File: src/rtl/fxp_to_dec_pkg.sv
// Shared definitions for the fixed-point to decimal (BCD) converter.
//   - Default width constants for the converter parameters.
//   - bcd_digit_t: one packed BCD digit.
//   - state_t: converter FSM states.
package fxp_pkg;

    localparam int WHOLE_WIDTH_DEF     = 16;
    localparam int FRACTION_WIDTH_DEF  = 16;
    localparam int WHOLE_DIGITS_DEF    = 5;
    localparam int FRACTION_DIGITS_DEF = 5;

    typedef logic [3:0] bcd_digit_t;

    typedef enum logic [1:0] {
        IDLE,
        WHOLE,
        FRAC,
        DONE
    } state_t;

endpackage

File: src/rtl/fxp_to_dec_bcd_adjust.sv
// Double-dabble digit correction, purely combinational.
// Ports:
//   in_digit   in   4   current BCD digit
//   out_digit  out  4   digit + 3 when it is 5 or more, otherwise unchanged
module bcd_adjust
    import fxp_pkg::*;
(
    input  bcd_digit_t in_digit,
    output bcd_digit_t out_digit
);

    assign out_digit = (in_digit >= 4'd5) ? (in_digit + 4'd3) : in_digit;

endmodule

File: src/rtl/fxp_to_dec.sv
// Sequential converter from unsigned (or, optionally, two's complement)
// Q(wholeWidth).(fractionWidth) fixed point to packed BCD digits.
// The whole part is converted with double-dabble (one bit per cycle), the
// fraction with repeated multiply-by-10 and truncation (one digit per cycle).
//
// Optional build macro: FXP_TO_DEC_SIGNED_EN -- treat value as two's
// complement; isNegative reports the sign and the magnitude is converted.
//
// Ports:
//   clock        in   1                         rising-edge clock
//   reset        in   1                         synchronous, active-high
//   convert_en   in   1                         start request, taken only while ready=1
//   value        in   wholeWidth+fractionWidth  fixed-point operand
//   ready        out  1                         high in IDLE only
//   done         out  1                         one-cycle pulse, results valid
//   isNegative   out  1                         sign of the converted value
//   wholeBcd     out  4*wholeDigits             packed BCD, digit 0 in [3:0]
//   fractionBcd  out  4*fractionDigits          packed BCD, first fraction digit in MS nibble
module fxp_to_dec
    import fxp_pkg::*;
#(
    parameter int wholeWidth     = WHOLE_WIDTH_DEF,
    parameter int fractionWidth  = FRACTION_WIDTH_DEF,
    parameter int wholeDigits    = WHOLE_DIGITS_DEF,
    parameter int fractionDigits = FRACTION_DIGITS_DEF
) (
    input  logic                                 clock,
    input  logic                                 reset,
    input  logic                                 convert_en,
    input  logic [wholeWidth+fractionWidth-1:0]  value,
    output logic                                 ready,
    output logic                                 done,
    output logic                                 isNegative,
    output logic [4*wholeDigits-1:0]             wholeBcd,
    output logic [4*fractionDigits-1:0]          fractionBcd
);

    localparam int VAL_W = wholeWidth + fractionWidth;
    localparam int WB_W  = 4 * wholeDigits;
    localparam int FB_W  = 4 * fractionDigits;
    localparam int CNT_W = $clog2(((wholeWidth > fractionDigits) ? wholeWidth : fractionDigits) + 1);
    localparam int PROD_W = fractionWidth + 4;

    // Control state
    state_t             state_q, state_d;
    logic [CNT_W-1:0]   cnt_q, cnt_d;
    logic               done_q, done_d;

    // Scratch datapath
    logic [wholeWidth-1:0]    whole_q, whole_d;
    logic [fractionWidth-1:0] frac_q, frac_d;
    logic [WB_W-1:0]          wbcd_q, wbcd_d;
    logic [FB_W-1:0]          fbcd_q, fbcd_d;
    logic                     sign_q, sign_d;

    // Registered results
    logic                     neg_out_q, neg_out_d;
    logic [WB_W-1:0]          whole_out_q, whole_out_d;
    logic [FB_W-1:0]          frac_out_q, frac_out_d;

    logic [WB_W-1:0]          wbcd_adj;
    logic [PROD_W-1:0]        prod;
    logic [VAL_W-1:0]         mag;
    logic                     sign_cap;

    for (genvar i = 0; i < wholeDigits; i++) begin : g_adj
        bcd_adjust u_adj (
            .in_digit  (wbcd_q[4*i +: 4]),
            .out_digit (wbcd_adj[4*i +: 4])
        );
    end

`ifdef FXP_TO_DEC_SIGNED_EN
    // Negating the most negative value wraps back onto itself, which read as
    // unsigned is exactly its magnitude.
    assign sign_cap = value[VAL_W-1];
    assign mag      = sign_cap ? (~value + VAL_W'(1)) : value;
`else
    assign sign_cap = 1'b0;
    assign mag      = value;
`endif

    // f*10 as (f<<3)+(f<<1); the top nibble is the next decimal digit.
    assign prod = ({4'b0000, frac_q} << 3) + ({4'b0000, frac_q} << 1);

    always_comb begin
        state_d     = state_q;
        cnt_d       = cnt_q;
        done_d      = 1'b0;
        whole_d     = whole_q;
        frac_d      = frac_q;
        wbcd_d      = wbcd_q;
        fbcd_d      = fbcd_q;
        sign_d      = sign_q;
        neg_out_d   = neg_out_q;
        whole_out_d = whole_out_q;
        frac_out_d  = frac_out_q;

        unique case (state_q)
            IDLE: begin
                if (convert_en) begin
                    whole_d = mag[VAL_W-1:fractionWidth];
                    frac_d  = mag[fractionWidth-1:0];
                    sign_d  = sign_cap;
                    wbcd_d  = '0;
                    fbcd_d  = '0;
                    cnt_d   = '0;
                    state_d = WHOLE;
                end
            end
            WHOLE: begin
                wbcd_d  = {wbcd_adj[WB_W-2:0], whole_q[wholeWidth-1]};
                whole_d = {whole_q[wholeWidth-2:0], 1'b0};
                if (cnt_q == CNT_W'(wholeWidth - 1)) begin
                    cnt_d   = '0;
                    state_d = FRAC;
                end else begin
                    cnt_d = cnt_q + CNT_W'(1);
                end
            end
            FRAC: begin
                fbcd_d = {fbcd_q[FB_W-5:0], prod[PROD_W-1 -: 4]};
                frac_d = prod[fractionWidth-1:0];
                if (cnt_q == CNT_W'(fractionDigits - 1)) begin
                    cnt_d   = '0;
                    state_d = DONE;
                end else begin
                    cnt_d = cnt_q + CNT_W'(1);
                end
            end
            DONE: begin
                // Results land in the output registers together with the
                // done pulse, as the FSM returns to IDLE.
                done_d      = 1'b1;
                neg_out_d   = sign_q;
                whole_out_d = wbcd_q;
                frac_out_d  = fbcd_q;
                state_d     = IDLE;
            end
            default: state_d = IDLE;
        endcase
    end

    always_ff @(posedge clock) begin
        if (reset) begin
            state_q     <= IDLE;
            cnt_q       <= '0;
            done_q      <= 1'b0;
            neg_out_q   <= 1'b0;
            whole_out_q <= '0;
            frac_out_q  <= '0;
        end else begin
            state_q     <= state_d;
            cnt_q       <= cnt_d;
            done_q      <= done_d;
            neg_out_q   <= neg_out_d;
            whole_out_q <= whole_out_d;
            frac_out_q  <= frac_out_d;
        end
    end

    // Scratch is always reloaded on acceptance, so it needs no reset.
    always_ff @(posedge clock) begin
        whole_q <= whole_d;
        frac_q  <= frac_d;
        wbcd_q  <= wbcd_d;
        fbcd_q  <= fbcd_d;
        sign_q  <= sign_d;
    end

    assign ready       = (state_q == IDLE);
    assign done        = done_q;
    assign isNegative  = neg_out_q;
    assign wholeBcd    = whole_out_q;
    assign fractionBcd = frac_out_q;

endmodule

File: config.mk
export PLATFORM = sky130hd
export DESIGN_NAME = fxp_to_dec
export DESIGN_NICKNAME = d
export VERILOG_FILES = /design/src/rtl/fxp_to_dec_pkg.sv /design/src/rtl/fxp_to_dec_bcd_adjust.sv /design/src/rtl/fxp_to_dec.sv
export SDC_FILE = /design/constraint.sdc
export NUM_CORES = 1
export LEC_CHECK = 0
export ABC_CLOCK_PERIOD_IN_PS = 7000
export CORE_UTILIZATION = 49
export DETAILED_ROUTE_END_ITERATION = 7
export MAX_ROUTING_LAYER = met4
export PLACE_DENSITY = 0.72
export SLEW_MARGIN = 20
export SYNTH_ARGS = -nofsm -noshare
export SYNTH_HDL_FRONTEND = slang
export SYNTH_SLANG_ARGS = --single-unit
File: constraint.sdc
create_clock -name clock -period 7 [get_ports clock]
set_input_delay 1.4 -clock clock [delete_from_list [all_inputs] [get_ports clock]]
set_output_delay 1.4 -clock clock [all_outputs]
set_load 0.01 [all_outputs]
======== Word-level counts from Yosys, hierarchy flattened ========
Index checks and enable logic that the tools add are counted.
operators by class
  add/subtract/negate cells ............... 7
  $lt $le $gt $ge ......................... 5
  eq/ne operators ......................... 8
  muxes and demuxes ....................... 21
  reductions and logical operators ........ 8
operator list
  kind                 count
  $pmux 20 s2          2
  $pmux 16 s2          2
  $mux 16              2
  $add 19x17->20       1
  $ge 4x3->1 const B   5
  $mux 20              1
  $add 4x2->4 const B  4
  $mux 4               4
  $mux 5               3
  $pmux 5 s3           1
  $pmux 2 s4           1
  $mux 2               3
  $ne 2x2->1 const B   3
  $reduce_and 2->1     3
  $add 5x1->5 const B  1
  $eq 5x3->1 const B   1
  $eq 5x4->1 const B   1
  $eq 2x2->1 const B   2
  $reduce_bool 2->1    2
  $add 3x2->3 const B  1
  $mux 3               1
  $reduce_and 3->1     1
  $reduce_bool 3->1    1
  $eq 2x1->1 const B   1
  other kinds (2)      2
storage, ports and cells
  bits in registers ....................... 120
  bits of input ports ..................... 35
  output and inout port bits .............. 43
  logic and storage cells ................. 58

======== Depth between registers and ports, before layout ========
Gate-level depths: netlist (run 1).
  depth after elaboration ................. 3
  gate-level depth with buffers ........... 9
  gate-level depth less buffers ........... 9

======== Cells and area by module ========
A second synthesis (run 1) with hierarchy kept.
unflattened totals
  cell total of the unflattened synthesis .. 533
  area, all modules ....................... 5953.2 um^2
by module, submodules not included
  module      instances  cells an instance  area an instance (um^2)  sequential area each (um^2)
  fxp_to_dec  1          453                5446.5                   3123.0
  bcd_adjust  5          16                 101.3                    0.0

======== Least setup slack after synthesis (run 1) ========
OpenSTA, ideal clock, no wires.
  path kind ............................... reg2reg
  from .................................... reg state_q[1]
  to ...................................... reg wbcd_q[0] (enable)
  setup time .............................. 479 ps
  arrival time ............................ 3424 ps
  data required time ...................... 6521 ps
  slack ................................... 3097 ps
  cell stages (with the launch flop) ...... 6
  buffers on the path ..................... 1
  clock period less this slack ............ 3903 ps
  cells stage by stage .................... dfxtp_1 inv_1 ha_1 inv_1 clkbuf_1 o21ai_0
between the ends
  longest elaborated chain between the ends .. 3
  elaborated cells on any way between the ends .. 5
  those cells by class .................... 2 x eq/ne; 3 x reduce/logical
RTL lines
  element                                                           line               text
  from (decl)                                                       fxp_to_dec.sv:45   state_t state_q, state_d;
  from (signal assigned)                                            fxp_to_dec.sv:153  state_q <= state_d;
  $eq 2x1->1 or $logic_not 2->1 (tied branches)                     fxp_to_dec.sv:99   unique case (state_q)
  $reduce_bool 2->1 (no source line) or $ne 2x2->1 (tied branches)  n/a
  $reduce_and 2->1 (no source line) (*)                             n/a
  to (signal assigned)                                              fxp_to_dec.sv:166  wbcd_q <= wbcd_d;
  to (decl)                                                         fxp_to_dec.sv:52   logic [WB_W-1:0] wbcd_q, wbcd_d;
Every way passes the cells marked *; elsewhere a longest branch is shown, timed or not.
A chain may end at the register's enable or synchronous reset.

======== Worst setup path after layout (run 1) ========
  from .................................... reg state_q[0]
  to ...................................... out ready
between the ends
  longest elaborated chain between the ends .. 1
RTL lines
  element          line               text
  $logic_not 2->1  fxp_to_dec.sv:171  assign ready = (state_q == IDLE);
  to (decl)        fxp_to_dec.sv:31   output logic ready,
No other way between the ends.

==> results of run 1 <==
final timing paths:
kind	slack [ps]	end
setup reg to reg	4080	wbcd_q[5]$_SDFFCE_PN0P_
hold / removal	480	fractionBcd[17]$_SDFFE_PP0P_
setup / recovery	3800	ready
hold reg to reg	480	fractionBcd[17]$_SDFFE_PP0P_
power by group through the flow:
stage          clock, W  combinational, W  sequential [W]
3_5_place_dp          0           0.00111         0.00118
4_1_cts        0.000921           0.00112         0.00117
3_3_place_gp          0           0.00108         0.00117
5_1_grt        0.000959           0.00129         0.00119
2_1_floorplan         0          0.000857         0.00116
6_report       0.000906           0.00115         0.00116
Yosys cell counts, types with 5 or more instances:
library cell,number,area share [%]
and2_1,18,1.9
o21ai_0,16,1.4
nand3_1,8,0.69
clkbuf_1,9,0.58
xor2_1,7,1.1
nor3_1,8,0.69
nor2b_1,9,0.97
inv_1,23,1.5
edfxtp_1,72,37
buf_2,5,0.43
xnor2_1,10,1.5
a211oi_1,8,1.0
nor2_1,60,3.9
buf_1,5,0.32
dfxtp_1,48,17
ha_1,33,7.1
nand2_1,29,1.9
mux2i_1,44,7.6
a21oi_1,27,2.3
mux2_2,27,5.2
nand2b_1,8,0.86
flip-flops by register name, indices dropped and copies added, names as in the netlist:
register,count
fractionBcd,20
whole_q,16
done,1
state_q,2
frac_q,16
fbcd_q,20
cnt_q,5
wholeBcd,20
wbcd_q,20
metrics by stage:
step / util, % / total power [W] / setup WS [ps] / area [sq um] / hold slack (ps)
floorplan: - / 0.002016 / 3097 / 5819 / 456.3
global placement: 58.26 / 0.002253 / 3847 / 6709 / 464.3
detailed placement: 58.26 / 0.002294 / 3752 / 6709 / 472.7
CTS: 63.62 / 0.003219 / 3681 / 7327 / 485.3
global route: 64.10 / 0.003445 / 3665 / 7382 / 514.4
finish: 64.10 / 0.003225 / 3800 / 7382 / 482.1
area by class of cell:
type                       instances  share of cell area [%]
multi-input combinational        349                   34.54
tap                              143                   2.424
timing repair buffer              80                   11.19
inverter                          23                   1.169
sequential                       120                   42.31
clock inverter                     7                   1.492
clock buffer                      25                   6.881
metal layers:
layer  vias up  track usage (%)
li1       1979                -
met1      1871            24.21
met2        72            30.31
met3        12            5.413
met4         0            6.210
met5         -                -
worst min-delay path, cell delays in order (launching register included):
cell and delay [ps]:
edfxtp_1 310, mux2i_1 60, nor2_1 70
cell families (layout without fill, tap and decap cells):
family / after synthesis / after routing / synth area share [%]
flops: 120 / 120 / 53.67
compound gates: 74 / 74 / 8.127
simple gates: 152 / 152 / 12.41
fa+ha+maj: 34 / 34 / 7.439
other cells: 1 / 1 / 0.06444
xor+xnor: 17 / 17 / 2.559
mux: 71 / 71 / 12.79
buf+inv: 43 / 135 / 2.946
==> impl_metrics.toml, run 1 <==
[outcome]
status = "complete, but fails checks"
failed_checks = "design-rule violations"

[power_and_ir_drop]
vdd_drop_max_mv = 0.2562
pwr-share-clk_pct = 28.1
p_leak_nw = 2.686
switchingPower_w = 0.001074
combPwrFrac_pct = 35.8
seqPwrFrac_pct = 36.1
internal-power_w = 0.002151
switching_share_pct = 33.30
power_density_nw_per_um2 = 436.8

[worst_setup_path]
cp_num_cells = 3
crit_start = "state_q[0]$_SDFFE_PP0P_"
worstPathArrival_ps = 1800
r2r_start = "state_q[0]$_SDFFE_PP0P_"
critPathMaxFanout = 6
r2r_cells = 4
cp-start-kind = "register"
slowest_delay_ps = 600
critPathRequiredTime_ps = 5600
end_kind = "primary output"
crit_path_top_delay_cell = "clkdlybuf4s50_1"
worst-setup-path-type = "register to primary output"
crit_buf_inv = 2
worstPathCellList = "inv_1, ha_1, clkdlybuf4s50_1"
cp_top_family = "buffers and inverters"

[logic_synthesis]
synth_edf_count = 72
syn_inst = 512
ys_ff_latch = 120
netlist_area_sq_um = 5819
ys.flop_type = "edfxtp_1"
synth.avg_cell_area_sq_um = 11.37
ys.warnings.count = 0
postSynth.asyncResetShare_pct = 0
seq_area_frac_synth_pct = 53.67
post_synth_num_cell_types = 47
syn-num-nets = 581

[min_path]
hp-class = "register to register"
worstHoldPathCells = 2
hold_path.startpoint = "fbcd_q[17]$_SDFFCE_PN0P_"

[routing]
totalWireLength_mm = 10.80
dr_wl_met2_mm = 5.260
vias = 3934
wire_per_inst_um = 14.46
dr.first_iter.drc_count = 157
first_pass_iters = 6
top_layer = "met4"
ant_nets = 0
drc = 12
met1_length_mm = 5.001
routed-wl-met3_um = 413
via_per_inst = 5.266

[clocking]
hold_buffers = 0
post-cts-setup-buffers = 0
tritoncts = "built"
cts-htree-levels = 4
cts_root_buf = "clkbuf_16"
clock_sinks = 120
cts_resized = 0
clk_pin_slew_ps = 50
clockBufferDepth = 2
cts_made_buffers = 17
clk_latency_ps = 410

[sta]
setup_violations = 0
relSlewSlack_pct = 38.36
fin_tns_setup_ps = 0
rsz0062_at_grt = "false"
final.setup_skew_ps = 7.894
fin_crit_sh_pct = 45.72
period_minus_slack_ps = 3200
hold_violations = 0
drv_slew = 0
fmax_mhz = 312.5
tightest_slew_ps = 924.6

[placed_design]
dpl.cell_count = 713
io_buffers = 76
gp_congestion = 0.9077
dp_hpwl_mm = 7.194

[die]
die_x_um = 111.0
num_rows = 39
start_util_pct = 50.53
coreArea_sq_um = 11520
die-area_sq_um = 12320
ioPinCount = 78
die_y_um = 111.0

[global_routing]
antenna_found_initial = 0
grt.overflow.total = 0
grt_pass1_vias = 3846
grt_first_pass_wirelength_mm = 18.25
gr-usage-all-layers_pct = 19.32
grt_max_degree = 50

[finish]
multiInputGateArea_sq_um = 2550
fill_cells = 910
final_common_cell = "clkdlybuf4s50_1"
antenna_cells = 0
final_nets = 660
register_area_sq_um = 3123
syn2layout_area_growth_pct = 26.85
final_cell_mix = "75 x clkdlybuf4s50_1, 72 x edfxtp_1, 60 x nor2_1, 48 x dfxtp_1, 44 x mux2i_1"
drive_above_1_share_pct = 11.59
fin_cells = 747

[run]
cap_viol_max_count = 0
Note: power is estimated with default switching activity, not from simulation.
==> run 2: changes to the inputs <==
--- a/config.mk
+++ b/config.mk
@@ -5,11 +5,11 @@
 export SDC_FILE = /design/constraint.sdc
 export NUM_CORES = 1
 export LEC_CHECK = 0
-export ABC_CLOCK_PERIOD_IN_PS = 7000
+export ABC_CLOCK_PERIOD_IN_PS = 2690
 export CORE_UTILIZATION = 49
 export DETAILED_ROUTE_END_ITERATION = 7
 export MAX_ROUTING_LAYER = met4
-export PLACE_DENSITY = 0.72
+export PLACE_DENSITY = 0.75
 export SLEW_MARGIN = 20
 export SYNTH_ARGS = -nofsm -noshare
 export SYNTH_HDL_FRONTEND = slang
==> constraint.sdc (replaced) <==
create_clock -name clock -period 2.69 [get_ports clock]
set_input_delay 0.538 -clock clock [delete_from_list [all_inputs] [get_ports clock]]
set_output_delay 0.538 -clock clock [all_outputs]
set_load 0.01 [all_outputs]
==> impl_metrics.toml, run 2 (synthesis gave the netlist of run 1 again) <==
[outcome]
status = "complete, but fails checks"
failed_checks = "design-rule violations"

[clocking]
cts-htree-levels = 4
clockBufferDepth = 2
clk_latency_ps = 410
tritoncts = "built"
post-cts-setup-buffers = 0
cts_resized = 0
cts_made_buffers = 17
clk_pin_slew_ps = 60
clock_sinks = 120
hold_buffers = 0
cts_root_buf = "clkbuf_16"

[worst_setup_path]
worst-setup-path-type = "register to register"
r2r-end = "frac_q[11]$_DFFE_PP_"
worstPathArrival_ps = 2570
r2r_start = "frac_q[2]$_DFFE_PP_"
cp-start-kind = "register"
r2r_cells = 7
critPathMaxFanout = 3
end_kind = "register"
critPathRequiredTime_ps = 2850
endpoint = "frac_q[11]$_DFFE_PP_"
crit_start = "frac_q[2]$_DFFE_PP_"
r2r_slack_ps = 290

[finish]
register_area_sq_um = 3123
syn2layout_area_growth_pct = 27.05
antenna_cells = 0
final_nets = 663
fin_util_pct = 64.20
multiInputGateArea_sq_um = 2550
final_cell_mix = "75 x clkdlybuf4s50_1, 72 x edfxtp_1, 60 x nor2_1, 48 x dfxtp_1, 44 x mux2i_1"
final_common_cell = "clkdlybuf4s50_1"
fill_cells = 898
drive_above_1_share_pct = 12.85

[die]
ioPinCount = 78
die_y_um = 111.0
start_util_pct = 50.53
coreArea_sq_um = 11520
num_rows = 39
die_x_um = 111.0
die-area_sq_um = 12320

[sta]
rsz0062_at_grt = "false"
fin_crit_sh_pct = 89.29
setup_violations = 0
fmax_mhz = 416.3
fin_ws_ps = 288.0
tightest_slew_ps = 692.6
fin_tns_setup_ps = 0
hold_violations = 0
final.setup_skew_ps = 9.896
whs_ps = 487.8
drv_slew = 0
relSlewSlack_pct = 53.83
period_minus_slack_ps = 2402

[power_and_ir_drop]
finalPower_w = 0.008359
vdd_drop_max_mv = 0.5585
p_leak_nw = 2.694
power_density_nw_per_um2 = 1131

[routing]
dr.first_iter.drc_count = 221
first_pass_iters = 6
drc = 11
ant_nets = 0
via_per_inst = 5.420
wire_per_inst_um = 15.29
vias = 4065
totalWireLength_mm = 11.47

[global_routing]
grt_first_pass_wirelength_mm = 19.46
grt_max_degree = 46
antenna_found_initial = 0
grt.overflow.total = 0
grt_pass1_vias = 4094
gr-usage-all-layers_pct = 20.60

[placed_design]
gp_congestion = 0.8479
dp_hpwl_mm = 7.518
pre_cts_slack_ps = 296.7
io_buffers = 76

[min_path]
hp-class = "register to register"

[run]
cap_viol_max_count = 0
==> run 2: per-stage QoR <==
stage	instance area (sq um)	instances
6_report	7393	750
5_1_grt	7393	750
4_1_cts	7366	749
3_5_place_dp	6771	717
3_3_place_gp	6744	716
2_1_floorplan	5827	512
==> run 2: cell type report <==
type	instances	share of cell area, %
clock buffers	21	6.820
clock inverters	11	1.218
inverters	23	1.168
multi-input cells	349	34.49
flip-flops and latches	120	42.24
well taps	143	2.420
repair buffers	83	11.64
==> run 2: power breakdown <==
group / switching, W / leakage, nW / internal, W
registers: 0.000352 / 1.09 / 0.00269
clock network: 0.000813 / 0.294 / 0.00143
logic: 0.00173 / 1.31 / 0.00134
total: 0.00290 / 2.69 / 0.00546
==> run 2: worst max-delay path, stage by stage (launching register included) <==
cell	delay [ps]
edfxtp_1	410
ha_1	250
fa_1	450
a211oi_2	260
o21ai_0	170
a311oi_1	300
a21oi_1	60
mux2_2	260
==> run 2: how the worst min path moves through the flow <==
stage / from / endpoint / slack (ps) / cells after the start
2_1_floorplan: fbcd_q[16]$_SDFFCE_PN0P_ / fractionBcd[16]$_SDFFE_PP0P_ / 460 / 2
3_3_place_gp: fbcd_q[16]$_SDFFCE_PN0P_ / fractionBcd[16]$_SDFFE_PP0P_ / 460 / 2
3_5_place_dp: fractionBcd[16]$_SDFFE_PP0P_ / fractionBcd[16]$_SDFFE_PP0P_ / 480 / 2
4_1_cts: wholeBcd[15]$_SDFFE_PP0P_ / wholeBcd[15]$_SDFFE_PP0P_ / 500 / 2
5_1_grt: wholeBcd[9]$_SDFFE_PP0P_ / wholeBcd[9]$_SDFFE_PP0P_ / 520 / 2
6_report: wholeBcd[15]$_SDFFE_PP0P_ / wholeBcd[15]$_SDFFE_PP0P_ / 490 / 2
==> run 2: layer usage <==
layer	share of wire [%]	GRT usage [%]	vias up
li1	-	-	1983
met1	46	25.32	1989
met2	49	32.66	79
met3	3.4	5.085	14
met4	1.4	8.219	0
met5	0	-	-
==> run 3: changes to the inputs <==
--- a/config.mk
+++ b/config.mk
@@ -5,12 +5,10 @@
 export SDC_FILE = /design/constraint.sdc
 export NUM_CORES = 1
 export LEC_CHECK = 0
-export ABC_CLOCK_PERIOD_IN_PS = 2690
 export CORE_UTILIZATION = 49
 export DETAILED_ROUTE_END_ITERATION = 7
 export MAX_ROUTING_LAYER = met4
-export PLACE_DENSITY = 0.75
-export SLEW_MARGIN = 20
+export PLACE_DENSITY = 0.72
 export SYNTH_ARGS = -nofsm -noshare
 export SYNTH_HDL_FRONTEND = slang
 export SYNTH_SLANG_ARGS = --single-unit
==> constraint.sdc (replaced) <==
create_clock -name clock -period 2.8 [get_ports clock]
set_input_delay 0.56 -clock clock [delete_from_list [all_inputs] [get_ports clock]]
set_output_delay 0.56 -clock clock [all_outputs]
set_load 0.01 [all_outputs]
==> impl_metrics.toml, run 3 (synthesis gave the netlist of run 1 again) <==
[clocking]
clockBufferDepth = 2
clk_latency_ps = 420
post-cts-setup-buffers = 0
clock_sinks = 120
hold_buffers = 0
clk_pin_slew_ps = 50
cts_root_buf = "clkbuf_16"
tritoncts = "built"
cts_made_buffers = 17
cts_resized = 0
cts-htree-levels = 4

[sta]
drv_slew = 0
rsz0062_at_grt = "false"
final.setup_skew_ps = 10.75
relSlewSlack_pct = 22.38
setup_violations = 0
tightest_slew_ps = 1160
fin_ws_ps = 359.6
fin_tns_setup_ps = 0
fin_crit_sh_pct = 87.16
period_minus_slack_ps = 2440
hold_violations = 0
fmax_mhz = 409.8

[finish]
final_common_cell = "clkdlybuf4s50_1"
drive_above_1_share_pct = 12.07
final_nets = 661
syn2layout_area_growth_pct = 26.21
fill_cells = 878
final_cell_mix = "75 x clkdlybuf4s50_1, 72 x edfxtp_1, 60 x nor2_1, 48 x dfxtp_1, 44 x mux2i_1"
antenna_cells = 0

[die]
coreArea_sq_um = 11520
start_util_pct = 50.53
die_x_um = 111.0
ioPinCount = 78
die_y_um = 111.0
num_rows = 39
die-area_sq_um = 12320

[outcome]
status = "complete, but fails checks"
failed_checks = "design-rule violations"

[placed_design]
gp_congestion = 0.8763
io_buffers = 76
dp_hpwl_mm = 7.390
pre_cts_slack_ps = 389.5

[routing]
dr.first_iter.drc_count = 241
first_pass_iters = 6
ant_nets = 0
via_per_inst = 5.325
wire_per_inst_um = 15.20
drc = 14
totalWireLength_mm = 11.37
vias = 3983

[worst_setup_path]
r2r_start = "frac_q[2]$_DFFE_PP_"
r2r_cells = 7
worstPathArrival_ps = 2610
r2r-end = "frac_q[11]$_DFFE_PP_"
r2r_slack_ps = 360
critPathMaxFanout = 3
worst-setup-path-type = "register to register"
critPathRequiredTime_ps = 2970
cp-start-kind = "register"
end_kind = "register"

[global_routing]
antenna_found_initial = 0
grt_pass1_vias = 3967
grt.overflow.total = 0
grt_max_degree = 46
grt_first_pass_wirelength_mm = 19.04
gr-usage-all-layers_pct = 20.40

[min_path]
worstHoldPathCells = 2
hp-class = "register to register"
hold_path.startpoint = "fbcd_q[17]$_SDFFCE_PN0P_"
worstHoldEndpoint = "fractionBcd[17]$_SDFFE_PP0P_"

[power_and_ir_drop]
vdd_drop_max_mv = 0.5781
power_density_nw_per_um2 = 1099
p_leak_nw = 2.678

[run]
cap_viol_max_count = 0
==> run 3: where the power goes <==
group	switching [W]	leakage (nW)	internal, W
Clock	0.000743	0.305	0.00152
Sequential	0.000328	1.09	0.00260
Combinational	0.00167	1.28	0.00121
==> run 3: cell type report <==
class	instances	area (sq um)	area share [%]
clock inverter	11	152.6	2.078
timing repair buffer	81	793.3	10.80
tap	143	178.9	2.436
clock buffer	21	460.4	6.269
sequential	120	3123	42.52
inverter	23	86.33	1.175
multi-input combinational	349	2550	34.72
==> run 3: per-stage QoR <==
stage / std cells / total power, W / area, sq um / hold WS, ps / util [%]
2_1_floorplan: 512 / 0.005021 / 5827 / 456.3 / -
3_3_place_gp: 716 / 0.005637 / 6731 / 464.2 / 58.45
3_5_place_dp: 716 / 0.005778 / 6731 / 474.7 / 58.45
4_1_cts: 748 / 0.008102 / 7345 / 487.0 / 63.78
5_1_grt: 748 / 0.008561 / 7345 / 511.5 / 63.78
6_report: 748 / 0.008071 / 7345 / 483.5 / 63.78
==> run 3: worst max path at each step <==
stage / from / end
2_1_floorplan: state_q[1]$_SDFFE_PP0P_ / wbcd_q[0]$_SDFFCE_PN0P_
3_3_place_gp: frac_q[0]$_SDFFCE_PP0P_ / frac_q[11]$_DFFE_PP_
3_5_place_dp: frac_q[2]$_DFFE_PP_ / frac_q[11]$_DFFE_PP_
4_1_cts: state_q[0]$_SDFFE_PP0P_ / ready
5_1_grt: frac_q[0]$_SDFFCE_PP0P_ / frac_q[11]$_DFFE_PP_
6_report: frac_q[2]$_DFFE_PP_ / frac_q[11]$_DFFE_PP_
==> run 3: worst max-delay path, cell delays in order (launching register included) <==
cell	delay [ps]
edfxtp_1	410
ha_1	250
fa_1	450
a211oi_2	260
o21ai_0	170
a311oi_1	320
a21oi_1	70
mux2_2	260
==> run 3: layer usage <==
layer  routed length, um  track usage [%]
met1                5141            23.81
met2                5496            33.17
met3                 510            5.413
met4                 221            8.950
met5                   0                -
